[config.mk]
export PLATFORM = sky130hd
export DESIGN_NAME = pipeline_mem_wb_hs
export DESIGN_NICKNAME = d
export VERILOG_FILES = /design/src/rtl/pipeline_mem_wb_hs_pkg.sv /design/src/rtl/pipeline_mem_wb_hs_skid.sv /design/src/rtl/pipeline_mem_wb_hs.sv
export SDC_FILE = /design/constraint.sdc
export NUM_CORES = 1
export LEC_CHECK = 0
export CORE_MARGIN = 8
export CORE_UTILIZATION = 51
export DETAILED_ROUTE_END_ITERATION = 10
export GPL_TIMING_DRIVEN = 0
export PLACE_DENSITY_LB_ADDON = 0.25
export SKIP_CTS_REPAIR_TIMING = 1
export SYNTH_ARGS = -nofsm -noshare
export SYNTH_HDL_FRONTEND = slang
export SYNTH_SLANG_ARGS = --single-unit
export TNS_END_PERCENT = 20
[constraint.sdc]
create_clock -name clk -period 11 [get_ports clk]
set_input_delay 2.75 -clock clk [delete_from_list [all_inputs] [get_ports clk]]
set_output_delay 2.75 -clock clk [all_outputs]
set_load 0.01 [all_outputs]
[src/rtl/pipeline_mem_wb_hs_pkg.sv]
// Shared types for the MEM->WB handshake stage: payload layout, result-select codes
// and the occupancy states of the handshake register.
package pipeline_pkg;

  localparam int WIDTH_DEF  = 32;
  localparam int REG_AW_DEF = 5;

  localparam logic [1:0] RES_ALU = 2'b00;
  localparam logic [1:0] RES_MEM = 2'b01;
  localparam logic [1:0] RES_PC4 = 2'b10;

  typedef enum logic [1:0] {
    EMPTY,
    ONE,
    TWO
  } hs_state_e;

  typedef struct packed {
    logic [WIDTH_DEF-1:0]  ALUResult;
    logic [WIDTH_DEF-1:0]  ReadData;
    logic [WIDTH_DEF-1:0]  PCP4;
    logic [REG_AW_DEF-1:0] Rd;
    logic                  RegWrite;
    logic [1:0]            ResultSrc;
  } wb_payload_t;

endpackage

[src/rtl/pipeline_mem_wb_hs_skid.sv]
// Valid/ready register slice with an optional second (skid) entry; the payload type is a
// parameter so the same slice can carry any packed struct in strict FIFO order.
module pipe_skid_reg
  import pipeline_pkg::*;
#(
  parameter type T    = logic,
  parameter bit  SKID = 1'b1
) (
  input  logic clk,
  input  logic rst,
  input  logic flush,
  input  logic in_valid,
  output logic in_ready,
  input  T     in_data,
  output logic out_valid,
  input  logic out_ready,
  output T     out_data
);

  hs_state_e state, state_next;
  T          skid_data;
  logic      in_fire, out_fire;
  logic      load_out_in, load_out_skid, load_skid;

  // With the skid entry, ready depends only on registered state, so WB stalls never
  // reach MEM combinationally.
  assign out_valid = (state != EMPTY);
  assign in_ready  = SKID ? (state != TWO) : (!out_valid || out_ready);
  assign in_fire   = in_valid && in_ready;
  assign out_fire  = out_valid && out_ready;

  always_ff @(posedge clk or posedge rst) begin
    if (rst) state <= EMPTY;
    else     state <= state_next;
  end

  always_comb begin
    state_next    = state;
    load_out_in   = 1'b0;
    load_out_skid = 1'b0;
    load_skid     = 1'b0;
    if (flush) begin
      state_next = EMPTY;
    end else begin
      case (state)
        EMPTY: begin
          if (in_fire) begin
            state_next  = ONE;
            load_out_in = 1'b1;
          end
        end
        ONE: begin
          if (in_fire && out_fire) begin
            load_out_in = 1'b1;
          end else if (in_fire) begin
            state_next = TWO;
            load_skid  = 1'b1;
          end else if (out_fire) begin
            state_next = EMPTY;
          end
        end
        TWO: begin
          if (out_fire) begin
            state_next    = ONE;
            load_out_skid = 1'b1;
          end
        end
        default: state_next = EMPTY;
      endcase
    end
  end

  always_ff @(posedge clk or posedge rst) begin
    if (rst) begin
      out_data  <= '0;
      skid_data <= '0;
    end else begin
      if (load_out_in)        out_data <= in_data;
      else if (load_out_skid) out_data <= skid_data;
      if (load_skid)          skid_data <= in_data;
    end
  end

endmodule

[src/rtl/pipeline_mem_wb_hs.sv]
// MEM->WB pipeline stage: handshake slice around the writeback payload, plus x0 write
// suppression and a retired-instruction counter.
module pipeline_mem_wb_hs
  import pipeline_pkg::*;
#(
  parameter int WIDTH  = WIDTH_DEF,
  parameter int REG_AW = REG_AW_DEF,
  parameter bit SKID   = 1'b1,
  parameter int CNT_W  = 32
) (
  input  logic              clk,
  input  logic              rst,
  input  logic              flush,
  input  logic              valid_M,
  output logic              ready_M,
  input  logic [WIDTH-1:0]  ALUResult_M,
  input  logic [WIDTH-1:0]  ReadData_M,
  input  logic [WIDTH-1:0]  PCP4_M,
  input  logic [REG_AW-1:0] Rd_M,
  input  logic              RegWrite_M,
  input  logic [1:0]        ResultSrc_M,
  output logic              valid_W,
  input  logic              ready_W,
  output logic [WIDTH-1:0]  ALUResult_W,
  output logic [WIDTH-1:0]  ReadData_W,
  output logic [WIDTH-1:0]  PCP4_W,
  output logic [REG_AW-1:0] Rd_W,
  output logic [1:0]        ResultSrc_W,
  output logic              RegWrite_W,
  output logic [CNT_W-1:0]  retired
);

  // Same layout as wb_payload_t, but sized by this instance's parameters.
  typedef struct packed {
    logic [WIDTH-1:0]  ALUResult;
    logic [WIDTH-1:0]  ReadData;
    logic [WIDTH-1:0]  PCP4;
    logic [REG_AW-1:0] Rd;
    logic              RegWrite;
    logic [1:0]        ResultSrc;
  } payload_t;

  payload_t in_pay, out_pay;

  assign in_pay = '{ALUResult: ALUResult_M, ReadData: ReadData_M, PCP4: PCP4_M,
                    Rd: Rd_M, RegWrite: RegWrite_M, ResultSrc: ResultSrc_M};

  pipe_skid_reg #(
    .T    (payload_t),
    .SKID (SKID)
  ) u_hs (
    .clk       (clk),
    .rst       (rst),
    .flush     (flush),
    .in_valid  (valid_M),
    .in_ready  (ready_M),
    .in_data   (in_pay),
    .out_valid (valid_W),
    .out_ready (ready_W),
    .out_data  (out_pay)
  );

  assign ALUResult_W = out_pay.ALUResult;
  assign ReadData_W  = out_pay.ReadData;
  assign PCP4_W      = out_pay.PCP4;
  assign Rd_W        = out_pay.Rd;
  assign ResultSrc_W = out_pay.ResultSrc;
  assign RegWrite_W  = out_pay.RegWrite && valid_W && (out_pay.Rd != '0);

  // A beat killed by flush is not a retirement even if WB was ready for it.
  always_ff @(posedge clk or posedge rst) begin
    if (rst)                                retired <= '0;
    else if (valid_W && ready_W && !flush) retired <= retired + 1'b1;
  end

endmodule

==> results.yml <==
outcome:
  outcome: "completed"
sta:
  post-route-min-period_ns: 4.959
  whs_ns: 0.4615
  max-slew-margin-rel: 0.4110
  hold_violations: 0
  timing.final.ws_setup_ns: 6.041
  fin_crit_sh: 0.4508
  max_freq_ghz: 0.2017
  setup_tns_ns: 0
  slew_violations: 0
  tightest_slew_ns: 0.8834
  fin_skew_ns: 0.01179
  rsz0062_at_grt: "false"
  setup_violations: 0
min_path:
  worstHoldStart: "retired[31]"
  hold_depth: 1
  hp-class: "reg -> reg"
  hold_end: "retired[31]"
power_and_ir_drop:
  switchingPower_mw: 0.7927
  clkPwrFrac: 0.295
  p_comb_frac: 0.290
  switching_share: 0.2647
  power_mw: 2.995
  pwr_density_cell_nw_per_um2: 200.7
  vdd_drop_max_v: 0.0001289
  intPower_mw: 2.203
  cellLeakagePower_nw: 7.394
  seq_power_share: 0.415
worst_setup_path:
  path_cells: "nor2_1, inv_1, o311a_1, clkdlybuf4s50_1"
  crit_path_start_kind: "flip-flop"
  rr_endpoint: "u_hs.out_data[98]"
  r2r_slack_ns: 8.75
  arrival_ns: 2.21
  required_ns: 8.25
  crit_fanout: 5
  critPathKind: "reg -> out"
  regToRegStartpoint: "u_hs.state[0]"
  reg2regPathDepth: 6
  cp-end-kind: "output pin"
  slowest_stage: "clkdlybuf4s50_1"
  max_stage_delay_ns: 0.52
cts:
  ctsHtreeMaxLevel: 1
  worstSkewPairLatency_ns: 0.52
  root_buffer: "clkbuf_16"
  cts-buffers-inserted: 26
  clockBufferDepth: 3
  cts_tree: "built"
  clk_pin_slew_worst_paths_ns: 0.06
  clock-sinks: 242
floorplanning:
  die_x_um: 164.2
  io_pins: 247
  start_util: 0.5163
  core_um2: 21690
  dieArea_um2: 26950
  die_h_um: 164.2
  rows: 54
logic_synthesis:
  postSynthAreaPerCell_um2: 12.14
  synth_seq_cells: 242
  ys_async_sr_fraction: 1.000
  ys.flop_type: "dfrtp_1"
  synth_nets: 1032
  yosysSeqAreaShare: 0.5408
  syn-cell-area_um2: 11200
  synth_edf_count: 0
  syn_inst: 922
  synth_cell_types: 38
  yosysWarnings: 0
global_route:
  grt_antenna_before_repair: 1
  grt_pass1_wl_um: 43600
  overflow: 0
  grt_max_degree: 123
  grt_use_total: 0.2013
  grt_pass1_vias: 8223
placement:
  dpl.hpwl_um: 19520
  place_ws_ns: 5.724
  gp_congestion: 0.7652
  port_buffers: 246
  placed_area_um2: 14040
detailed_routing:
  ant_nets: 0
  drt_iter0_markers: 299
  wirelength_um: 27040
  wl_per_cell_um: 18.04
  via_count: 7564
  drc: 0
  drtPass1Iterations: 4
  viasPerCell: 5.046
flow_run:
  max_cap_violations: 0
finish:
  fin_nets: 1307
  drive_above_1_share: 0.2399
  final_cell_mix: "246 x clkdlybuf4s50_1, 242 x dfrtp_1, 117 x nand2_1, 111 x buf_4, 104 x mux2i_1"
  design_area_um2: 14920
  final_common_cell: "clkdlybuf4s50_1"
  syn2layout_area_growth_pct: 33.29
  num-fill-cells: 1660
-- critical path, delay by kind of cell (launching register included) --
family	cells	cell delay, ns
DFF	1	0.44
AOI/OAI and AO/OA	1	0.18
and+or+nand+nor	1	0.33
buffers and inverters	2	0.74
-- Yosys cell counts, types with 2 or more instances --
library cell / instances / area share
nor3_1: 2 / 0.00089
mux2_4: 60 / 0.080
nand4_1: 6 / 0.0034
mux2_2: 45 / 0.045
a21oi_1: 3 / 0.0013
nand2b_1: 4 / 0.0022
xor2_1: 13 / 0.010
buf_2: 21 / 0.0094
and4_1: 2 / 0.0016
and3_1: 2 / 0.0011
o21ai_1: 11 / 0.0049
buf_6: 7 / 0.0070
nand3_1: 10 / 0.0045
o21ai_0: 92 / 0.041
or3_1: 2 / 0.0011
nand2_1: 117 / 0.039
inv_1: 5 / 0.0017
clkbuf_1: 10 / 0.0034
dfrtp_1: 242 / 0.54
mux2i_1: 104 / 0.093
xnor2_1: 18 / 0.014
nor2_1: 20 / 0.0067
buf_4: 111 / 0.074
-- kinds of logic (layout without fill, tap and decap cells) --
| logic type | Yosys count | after routing | synth area share |
|---|---|---|---|
| muxes | 209 | 209 | 0.2187 |
| adders and majority gates | 1 | 1 | 0.001117 |
| AOI/OAI and AO/OA | 110 | 110 | 0.05051 |
| DFF | 242 | 242 | 0.5408 |
| xor gates and xnor gates | 31 | 31 | 0.02425 |
| buffers and inverters | 154 | 449 | 0.09588 |
| and+or+nand+nor | 175 | 175 | 0.06872 |
| other | 0 | 2 | 0 |
-- power groups by stage --
| stage | Clock [mW] | Combinational (mW) | Sequential [mW] |
|---|---|---|---|
| 6_report | 0.883 | 0.868 | 1.24 |
| 3_5_place_dp | 0 | 0.876 | 1.26 |
| 3_3_place_gp | 0 | 0.856 | 1.24 |
| 2_1_floorplan | 0 | 0.518 | 1.22 |
| 5_1_grt | 0.935 | 0.947 | 1.27 |
| 4_1_cts | 0.899 | 0.883 | 1.24 |
-- registers in the layout, summed over array words and instances (netlist names) --
register and cells:
u_hs.state 2, u_hs.out_data 104, u_hs.skid_data 104, retired 32
-- worst max-delay path by stage --
stage                       start                 end  slack (ns)  depth (start not counted)
CTS                 u_hs.state[0]          RegWrite_W        6.03                          4
global placement              rst  u_hs.skid_data[88]       -1.62                          2
global route        u_hs.state[0]          RegWrite_W        5.91                          4
detailed placement          flush   u_hs.out_data[91]        5.72                          7
floorplan                     rst          retired[0]        1.61                          1
finish              u_hs.state[0]          RegWrite_W        6.04                          4
-- layout make-up --
class                           instances  area [um2]  area share
Sequential cell                       242        6056      0.4058
Multi-Input combinational cell        526        4068      0.2726
Timing Repair Buffer                  247        2490      0.1668
Buffer                                149        1055     0.07067
Clock buffer                           40       784.5     0.05257
Tap cell                              280       350.3     0.02347
Clock inverter                          8       90.09    0.006036
Inverter                                5       26.28    0.001761
Antenna cell                            2       5.005   0.0003353
-- routing by layer --
layer | track usage | wire, um | vias to the layer above | part of all wire
met4 | 0.05455 | 601 | 0 | 0.022
met3 | 0.05915 | 2041 | 43 | 0.075
li1 | - | - | 3596 | -
met1 | 0.2533 | 11340 | 3747 | 0.42
met5 | 0 | 0 | - | 0
met2 | 0.3333 | 13060 | 178 | 0.48
-- stage by stage --
step | utilization | cells
after global routing | 0.6880 | 1498
final | 0.6881 | 1499
after CTS | 0.6879 | 1497
after detailed placement | 0.6476 | 1449
after global placement | 0.6460 | 1448
after floorplan | - | 922
Note: power is estimated with default switching activity, not from simulation.
